**src/rtl/reload_scheduler.sv**
```systemverilog
// rtl/reload_scheduler.sv - round-robin owner scheduler for one shared self-reloading up-counter
module reload_scheduler #(
    parameter int N_REQ             = 4,
    parameter int WIDTH             = 4,
    parameter int PERIODS_PER_GRANT = 2
) (
    input  logic                   clk,
    input  logic                   reset,
    input  logic [N_REQ-1:0]       req_i,
    input  logic [N_REQ*WIDTH-1:0] req_val_i,
    output logic [N_REQ-1:0]       gnt_o,
    output logic [N_REQ-1:0]       done_o,
    output logic                   busy_o,
    output logic                   ctr_load_o,
    output logic [WIDTH-1:0]       ctr_load_val_o,
    input  logic [WIDTH-1:0]       ctr_count_i
);

    localparam int IW = (N_REQ > 1) ? $clog2(N_REQ) : 1;
    localparam int PW = (PERIODS_PER_GRANT > 1) ? $clog2(PERIODS_PER_GRANT) : 1;
    localparam logic [PW-1:0]    LAST_PERIOD = PW'(PERIODS_PER_GRANT - 1);
    localparam logic [N_REQ-1:0] ONE_HOT0    = N_REQ'(1);

    typedef enum logic [1:0] {
        IDLE    = 2'd0,
        LOAD    = 2'd1,
        RUN     = 2'd2,
        RELEASE = 2'd3
    } state_t;

    state_t          state;
    logic [IW-1:0]   owner;
    logic [IW-1:0]   last_owner;
    logic [PW-1:0]   period_cnt;

    logic            win_found;
    logic [IW-1:0]   win_idx;
    logic [IW-1:0]   cand_idx;
    logic [WIDTH-1:0] win_val;

    // Search upward from the requester after the previous owner, wrapping at N_REQ.
    always_comb begin
        win_found = 1'b0;
        win_idx   = '0;
        cand_idx  = '0;
        for (int i = 1; i <= N_REQ; i++) begin
            cand_idx = IW'((int'(last_owner) + i) % N_REQ);
            if (!win_found && req_i[cand_idx]) begin
                win_found = 1'b1;
                win_idx   = cand_idx;
            end
        end
    end

    assign win_val = req_val_i[win_idx*WIDTH +: WIDTH];

    always_ff @(posedge clk or negedge reset) begin
        if (!reset) begin
            state          <= IDLE;
            owner          <= '0;
            last_owner     <= IW'(N_REQ - 1);
            period_cnt     <= '0;
            gnt_o          <= '0;
            done_o         <= '0;
            busy_o         <= 1'b0;
            ctr_load_o     <= 1'b0;
            ctr_load_val_o <= '0;
        end else begin
            done_o <= '0;
            case (state)
                IDLE: begin
                    if (win_found) begin
                        owner          <= win_idx;
                        gnt_o          <= ONE_HOT0 << win_idx;
                        ctr_load_o     <= 1'b1;
                        ctr_load_val_o <= win_val;
                        busy_o         <= 1'b1;
                        state          <= LOAD;
                    end
                end
                LOAD: begin
                    ctr_load_o <= 1'b0;
                    period_cnt <= '0;
                    state      <= RUN;
                end
                RUN: begin
                    // A withdrawn request wins over a period end on the same cycle.
                    if (!req_i[owner]) begin
                        gnt_o  <= '0;
                        busy_o <= 1'b0;
                        state  <= RELEASE;
                    end else if (ctr_count_i == '1) begin
                        done_o     <= gnt_o;
                        period_cnt <= period_cnt + 1'b1;
                        if (period_cnt == LAST_PERIOD) begin
                            gnt_o  <= '0;
                            busy_o <= 1'b0;
                            state  <= RELEASE;
                        end
                    end
                end
                RELEASE: begin
                    last_owner <= owner;
                    state      <= IDLE;
                end
                default: state <= IDLE;
            endcase
        end
    end

endmodule

```
**config.mk**
```make
export PLATFORM = sky130hd
export DESIGN_NAME = reload_scheduler
export DESIGN_NICKNAME = d
export VERILOG_FILES = /design/src/rtl/reload_scheduler.sv
export SDC_FILE = /design/constraint.sdc
export NUM_CORES = 1
export LEC_CHECK = 0
export CORE_MARGIN = 1.5
export CORE_UTILIZATION = 38
export CTS_CLUSTER_SIZE = 14
export DETAILED_ROUTE_END_ITERATION = 6
export PLACE_DENSITY = 0.68
export SYNTH_ARGS = -nofsm -noshare
export SYNTH_HDL_FRONTEND = slang
export SYNTH_SLANG_ARGS = --single-unit
```
**constraint.sdc**
```tcl
create_clock -name clk -period 2.3 [get_ports clk]
set_input_delay 0.345 -clock clk [delete_from_list [all_inputs] [get_ports clk]]
set_output_delay 0.345 -clock clk [all_outputs]
set_load 0.01 [all_outputs]
```
==> Flow_metrics.wiki, run 1 <==
{| class="wikitable"
! Metric !! Value
|-
| Yosys warns || 0
|-
| Gpl congestion || 0.764
|-
| Hold Violations, Final || 0
|-
| Switching Power || 699 uW
|-
| Main flop type after synthesis || dfrtp_1
|-
| Relative contribution of sequential cells to total power || around a third
|-
| Number of I/O pins || 40
|-
| Initial core utilization || 40.4%
|-
| Detailed-placement wirelength estimate || between 2000 and 2500 um
|-
| Area grow syn2layout || 40.7%
|-
| Grt total ovfl || 0
|-
| Tightest Pin Transition || between 0.3 and 0.4 ns
|-
| Detailed Routing Iterations Pass 1 || 4
|-
| Number of sinks on the clock net || 21
|-
| Startpoint type of the worst setup path || input port
|-
| Top cells by area in the synthesized netlist || dfrtp_1 38%, mux2_2 6.3%, ha_1 5.0%
|-
| Syn Std Cell Area || 1240 sq um
|-
| Type of the worst setup path || in -> reg
|-
| Max Cap Viol || 0
|-
| Share of total power consumed by net switching || 38.1%
|-
| Number of DRC markers in iteration 0 || 67
|-
| Clock latency on the worst-skew pair || 0.30 ns
|-
| Mapped Avg Cell Area || 11.2 sq um
|-
| CTS clk-pin slew, worst paths || 0.12 ns
|-
| Number of antenna cells inserted || 0
|-
| Dominant cell by count in the synthesized netlist || dfrtp_1
|-
| Die Span Y || about 60 um
|-
| Yosys top cell area share || 38.3%
|-
| VDD IR max || 0.520 mV
|-
| Final critical delay including setup and external delays || ~1.9 ns
|-
| Final setup violation count || 0
|-
| Critical path fanouts, max || 7
|-
| Non-Filler Instances || 202
|-
| Num CTS Buffers || 3
|-
| Fill cell count || 292
|-
| Post-CTS setup repair buffer count || 0
|-
| Max transition margin || 73.1%
|-
| Clock skew after layout || between 0.01 and 0.015 ns
|-
| Number of port buffers || 39
|-
| Number of antenna violations at the first check in global routing || 0
|-
| Multi-input gate area || 694 sq um
|-
| Most frequent cells after synthesis || 19 x dfrtp_1, 10 x nand2_1, 7 x mux2_2
|-
| Area taken by flip-flops and latches || 528 sq um
|-
| Sequential fraction of the synthesis area || 42.5%
|-
| Placed instance area || between 1500 and 2000 sq um
|-
| Number of flip-flops and latches in the synthesized netlist || 21
|-
| Vias/cell || 4.90
|-
| Status || finished, final reports clean
|-
| Global-route wire length before repair || 4460 um
|-
| Aggregate routed wire length || 2840 um
|-
| Cell count after placement || 198
|-
| Async set-reset flop share out of synthesis || 100%
|-
| Vias in the first global route || approximately 960
|-
| Net count after synthesis || 142
|-
| Unrepaired setup endpoints after global routing || no
|-
| Leakage || 0.749 nW
|-
| Final-layout setup total negative slack || 0 ns
|-
| Post-route ant nets || 0
|-
| Post-Place Setup Slack || 0.0664 ns
|-
| Gate count after technology mapping || 111
|-
| Nature of the critical path endpoint || flip-flop
|-
| Core area || between 3000 and 4000 sq um
|-
| # hold bufs at CTS || 0
|-
| Relative contribution of the clock network to total power || 9.4%
|-
| Internal power summed over all cells || approximately 1.1 mW
|-
| Class of the tightest hold or removal check || in -> async
|-
| Die extent in x || 60.2 um
|-
| Residual DRC count || 0
|-
| Slew Limit Fails || 0
|-
| Number of synthesized flops with an enable pin || 0
|-
| Final net count || 190
|-
| Power share of the combinational group || 56.0%
|-
| Critical path data required time || 2.50 ns
|-
| Arrival time worst endpoint || ~2.1 ns
|-
| Fraction of final layout cells sized beyond drive strength 1 || 21.5%
|-
| Crit share post-route || approximately 84%
|-
| GRT Util Overall || 16.7%
|-
| Sum of internal, switching and leakage power || about 1.8 mW
|-
| Clock root buffer || clkbuf_4
|-
| Final core utilization || 56.8%
|-
| Final instance area || between 1500 and 2000 sq um
|-
| Count of cells resized by post-cts repair || 0
|-
| Row Count || 20
|-
| Maximum number of pins on one net before global-route repair || 22
|-
| Number of unique standard cell types used by synthesis || 37
|-
| CTS max path bufs || 2
|-
| Largest area contributor in the netlist || dfrtp_1
|-
| Total via count in the routed design || 990
|-
| Area of the die || 3620 sq um
|-
| CTS H-Tree Depth || 1
|-
| Pwr dens || 1050 nW/um^2
|-
| Fmax || about 520 MHz
|-
| CTS tree || done
|-
| Worst hold margin || 0.366 ns
|-
| Setup slack of the critical path after layout || 0.366 ns
|-
| Average detailed-routed wire length per instance || 14.1 um
|}
==> registers in the layout (all words and copies together), names as in the netlist, 2 cells and up <==
register and flops:
ctr_load_val_o 4, done_o 4, gnt_o 4, last_owner 2, owner 2, state 2
==> area by class of cell <==
cell class                      count  area share (%)
Clock inverter                      1           0.286
Tap cell                           44            3.15
Multi-Input combinational cell     85            39.7
Clock buffer                        3            1.29
Timing Repair Buffer               44            24.5
Inverter                            4           0.859
Sequential cell                    21            30.2
==> routing by layer <==
| metal | GRT usage (%) | wire, um |
|---|---|---|
| met3 | 3.25 | 60 |
| met2 | 28.4 | 1430 |
| met1 | 22.2 | 1330 |
| met4 | 2.86 | 13 |
| met5 | 0 | 0 |
==> worst max-delay path, cell delays in order <==
cell and delay, ns:
clkdlybuf4s50_1 0.50, mux4_1 0.58, nand2_2 0.12, o221a_4 0.24, mux2_2 0.34
==> cells in the final DEF (no fill, tap or decap), types with 3 or more instances in the layout <==
cell,n
nand2_1,10
ha_1,5
a21bo_2,4
nand4_1,5
mux2_2,7
and2_1,4
o31ai_1,4
o211ai_2,4
clkdlybuf4s50_1,39
nor2_1,4
mux2i_1,4
buf_4,5
o21ai_0,6
dfrtp_1,19
clkbuf_4,3
nor2b_1,3
inv_1,4
==> logic make-up (layout without fill, tap and decap cells) <==
family                   Yosys count  in the layout  synth area share, %
AO/OA/AOI/OAI                     28             28                 20.1
XOR/XNOR                           1              1                0.705
adder cells (fa/ha/maj)            5              5                 5.04
buffers and inverters              5             52                 1.61
flip-flops                        21             21                 42.5
multiplexers                      12             12                 11.7
AND/OR/NAND/NOR                   39             39                 18.3
==> power by group through the flow <==
stage	combinational (mW)	clock (mW)	sequential, mW
4_1_cts	1.04	0.179	0.634
6_report	1.03	0.173	0.634
2_1_floorplan	0.641	0	0.650
3_5_place_dp	1.03	0	0.644
5_1_grt	1.11	0.192	0.656
3_3_place_gp	0.994	0	0.636
==> path summary, 6_finish.rpt <==
| check | from | end | slack (ns) | depth (start not counted) |
|---|---|---|---|---|
| min in group clk | ctr_load_val_o[0]$_DFFE_PN0P_ | ctr_load_val_o[0]$_DFFE_PN0P_ | 0.51 | 2 |
| min reg2reg | ctr_load_val_o[0]$_DFFE_PN0P_ | ctr_load_val_o[0]$_DFFE_PN0P_ | 0.51 | 2 |
| max reg2reg | owner[0]$_DFFE_PN0P_ | gnt_o[3]$_DFFE_PN0P_ | 0.50 | 4 |
| max in group asynchronous | reset | last_owner[0]$_DFFE_PN1N_ | 1.67 | 2 |
| min | reset | done_o[3]$_DFF_PN0_ | 0.37 | 2 |
| max | req_i[1] | gnt_o[3]$_DFFE_PN0P_ | 0.37 | 5 |
(Power assumes the default switching activity.)
==> run 2: changes to the inputs <==
- PLACE_DENSITY: 0.68 -> 0.71
- clock period: 2.3 -> 1.68 ns (I/O delays scaled with it)
==> Flow_metrics.wiki, run 2 (synthesis results as in run 1) <==
{| class="wikitable"
! Metric !! Value
|-
| Status || finished, violations left (was finished, final reports clean)
|-
| Violations in the final reports || negative setup slack
|-
| Number of antenna cells inserted || 0 (unchanged)
|-
| Final core utilization || 63.8% (was 56.8%)
|-
| R2r setup slk || -0.003 ns (was 0.50 ns)
|-
| Startpoint type of the worst setup path || flip-flop (was input port)
|-
| Max layer used || met4 (unchanged)
|-
| Fraction of final layout cells sized beyond drive strength 1 || 37.3% (was 21.5%)
|-
| CTS max path bufs || 2 (unchanged)
|-
| VDD IR max || 0.890 mV (was 0.520 mV)
|-
| Gate family responsible for the most delay along the worst path || multiplexers (unchanged)
|-
| Switching Power || 1.06 mW (was 699 uW)
|-
| Tightest Pin Transition || 0.409 ns (was 0.399 ns)
|-
| Core area || 3080 sq um (unchanged)
|-
| Worst-case reg-to-reg path depth || 4 (unchanged)
|-
| Initial core utilization || 40.4% (unchanged)
|-
| Delay of the slowest critical-path stage || 0.53 ns (was 0.58 ns)
|-
| CTS H-Tree Depth || 1 (unchanged)
|-
| Number of antenna violations at the first check in global routing || 0 (unchanged)
|-
| Pwr dens || 1460 nW/um^2 (was 1050 nW/um^2)
|-
| Number of I/O pins || 40 (unchanged)
|-
| Share of total power consumed by net switching || 36.9% (was 38.1%)
|-
| Type of the worst setup path || reg -> reg (was in -> reg)
|-
| Die extent in x || 60.2 um (unchanged)
|-
| Final instance area || 1960 sq um (was 1750 sq um)
|-
| DR WL met3 || 69 um (was 60 um)
|-
| Leakage || 0.852 nW (was 0.749 nW)
|-
| Post-route ant nets || 0 (unchanged)
|-
| Crit path depth || 4 (was 5)
|-
| Hold Violations, Final || 0 (unchanged)
|-
| Gpl congestion || 0.873 (was 0.764)
|-
| Met1 Wirelength || 1320 um (was 1330 um)
|-
| Placed instance area || 1840 sq um (was 1720 sq um)
|-
| Average detailed-routed wire length per instance || 13.7 um (was 14.1 um)
|-
| Detailed-placement wirelength estimate || 2410 um (was 2310 um)
|-
| Num CTS Buffers || 3 (unchanged)
|-
| Met2 wire length || 1580 um (was 1430 um)
|-
| Fill cell count || 252 (was 292)
|-
| Multi-input gate area || 766 sq um (was 694 sq um)
|-
| Area grow syn2layout || 58.1% (was 40.7%)
|-
| Aggregate routed wire length || 3020 um (was 2840 um)
|-
| Number of DRC markers in iteration 0 || 43 (was 67)
|-
| Final-layout setup total negative slack || -0.00281 ns (was 0 ns)
|-
| Total via count in the routed design || 1093 (was 990)
|-
| Maximum number of pins on one net before global-route repair || 22 (unchanged)
|-
| FF-to-FF End || gnt_o[3]$_DFFE_PN0P_ (unchanged)
|-
| Number of port buffers || 39 (unchanged)
|-
| Residual DRC count || 0 (unchanged)
|-
| CTS tree || done (unchanged)
|-
| Fmax || 594 MHz
|-
| Detailed Routing Iterations Pass 1 || 4 (unchanged)
|-
| Clock latency on the worst-skew pair || 0.31 ns (was 0.30 ns)
|-
| Internal power summed over all cells || 1.81 mW (was 1.14 mW)
|-
| Final net count || 209 (was 190)
|-
| Max Cap Viol || 0 (unchanged)
|-
| Power share of the combinational group || 61.6% (was 56.0%)
|-
| Startpoint of the lowest-slack register-to-register path || owner[0]$_DFFE_PN0P_ (unchanged)
|-
| Row Count || 20 (unchanged)
|-
| Number of sinks on the clock net || 21 (unchanged)
|-
| Area of the die || 3620 sq um (unchanged)
|-
| Top Registers || ctr_load_val_o x4, done_o x4, gnt_o x4 (unchanged)
|-
| Die Span Y || 60.2 um (unchanged)
|-
| Final critical delay including setup and external delays || 1.68 ns
|-
| Final setup violation count || 2 (was 0)
|-
| List of cells traversed by the critical path || mux4_2 > nand2_2 > o221a_4 > mux2_2 (was clkdlybuf4s50_1 > mux4_1 > nand2_2 > o221a_4 > mux2_2)
|-
| Slowest cell on the critical path || mux4_2 (was mux4_1)
|-
| Critical path fanouts, max || 6 (was 7)
|-
| Vias in the first global route || 1099 (was 961)
|-
| Class of the tightest hold or removal check || in -> async (unchanged)
|-
| Clock root buffer || clkbuf_4 (unchanged)
|-
| Critical path startpoint || owner[0]$_DFFE_PN0P_ (was req_i[1])
|-
| CP bufs+invs || 0 (was 1)
|-
| Nature of the critical path endpoint || flip-flop (unchanged)
|-
| Global-route wire length before repair || 4850 um (was 4460 um)
|-
| Relative contribution of sequential cells to total power || 29.8% (was 34.6%)
|-
| Most common cell after layout, fill and taps aside || clkdlybuf4s50_1 (unchanged)
|-
| Critical Path Sink || gnt_o[3]$_DFFE_PN0P_ (unchanged)
|-
| GRT Util Overall || 18.0% (was 16.7%)
|-
| Critical path data required time || 1.89 ns (was 2.50 ns)
|-
| Vias/cell || 4.95 (was 4.90)
|-
| Commonest cells after routing, fill and taps aside || 38 x clkdlybuf4s50_1, 23 x buf_4, 19 x dfrtp_1, 9 x nand2_1 (was 39 x clkdlybuf4s50_1, 19 x dfrtp_1, 10 x nand2_1, 7 x mux2_2, 6 x o21ai_0)
|-
| Clock skew after layout || 0.00460 ns (was 0.0133 ns)
|-
| Relative contribution of the clock network to total power || 8.6% (was 9.4%)
|-
| Arrival time worst endpoint || 1.89 ns (was 2.13 ns)
|-
| CTS clk-pin slew, worst paths || 0.12 ns (about the same)
|-
| Crit share post-route || 100%
|-
| Unrepaired setup endpoints after global routing || yes (was no)
|-
| Slew Limit Fails || 0 (unchanged)
|-
| Setup slack of the critical path after layout || -0.00259 ns (was 0.366 ns)
|-
| Max transition margin || 72.5% (was 73.1%)
|-
| Grt total ovfl || 0 (unchanged)
|-
| Area taken by flip-flops and latches || 528 sq um (unchanged)
|}
-- run 2: routing by layer --
metal,vias to the layer above,GRT usage (%)
met5,-,0
met4,0,5.71
met3,7,3.03
met2,23,30.6
met1,521,23.1
li1,542,-
-- run 2: power by group through the flow --
stage / logic, mW / registers [mW] / clock network (mW)
after global placement: 1.53 / 0.859 / 0
after floorplan: 0.877 / 0.890 / 0
after detailed placement: 1.58 / 0.871 / 0
after CTS: 1.66 / 0.862 / 0.252
final: 1.77 / 0.853 / 0.246
after global routing: 1.91 / 0.881 / 0.282
-- run 2: worst min-delay path by stage --
stage | from | endpoint | slack, ns | cells after the start
3_3_place_gp | ctr_load_val_o[2]$_DFFE_PN0P_ | ctr_load_val_o[2]$_DFFE_PN0P_ | 0.48 | 2
6_report | reset | done_o[2]$_DFF_PN0_ | 0.27 | 2
3_5_place_dp | ctr_load_val_o[2]$_DFFE_PN0P_ | ctr_load_val_o[2]$_DFFE_PN0P_ | 0.48 | 2
4_1_cts | reset | done_o[2]$_DFF_PN0_ | 0.27 | 2
5_1_grt | reset | done_o[2]$_DFF_PN0_ | 0.26 | 2
2_1_floorplan | reset | busy_o$_DFFE_PN0P_ | -0.04 | 0
-- run 2: repair_timing --
action	in CTS	in global routing
resized for setup	8	11
hold buffers	0	0
endpoints found under the setup margin	10	11
buffers inserted	1	2
pin swaps	2	2
-- run 2: stage by stage --
stage | setup slack (ns) | power, mW | instances | hold slack [ns]
floorplan | 0.00945 | 1.77 | 111 | -0.0436
finish | -0.00259 | 2.86 | 221 | 0.266
CTS | -0.00916 | 2.78 | 219 | 0.271
global route | -0.0259 | 3.08 | 221 | 0.263
detailed placement | -0.417 | 2.45 | 214 | 0.484
global placement | -0.372 | 2.39 | 214 | 0.479
-- run 2: layout make-up --
type,instances,share of cell area [%]
multi-input cells,85,39.0
repair buffers,63,29.2
flip-flops and latches,21,26.9
well taps,44,2.80
clock buffers,3,1.15
inverters,4,0.764
clock inverters,1,0.255
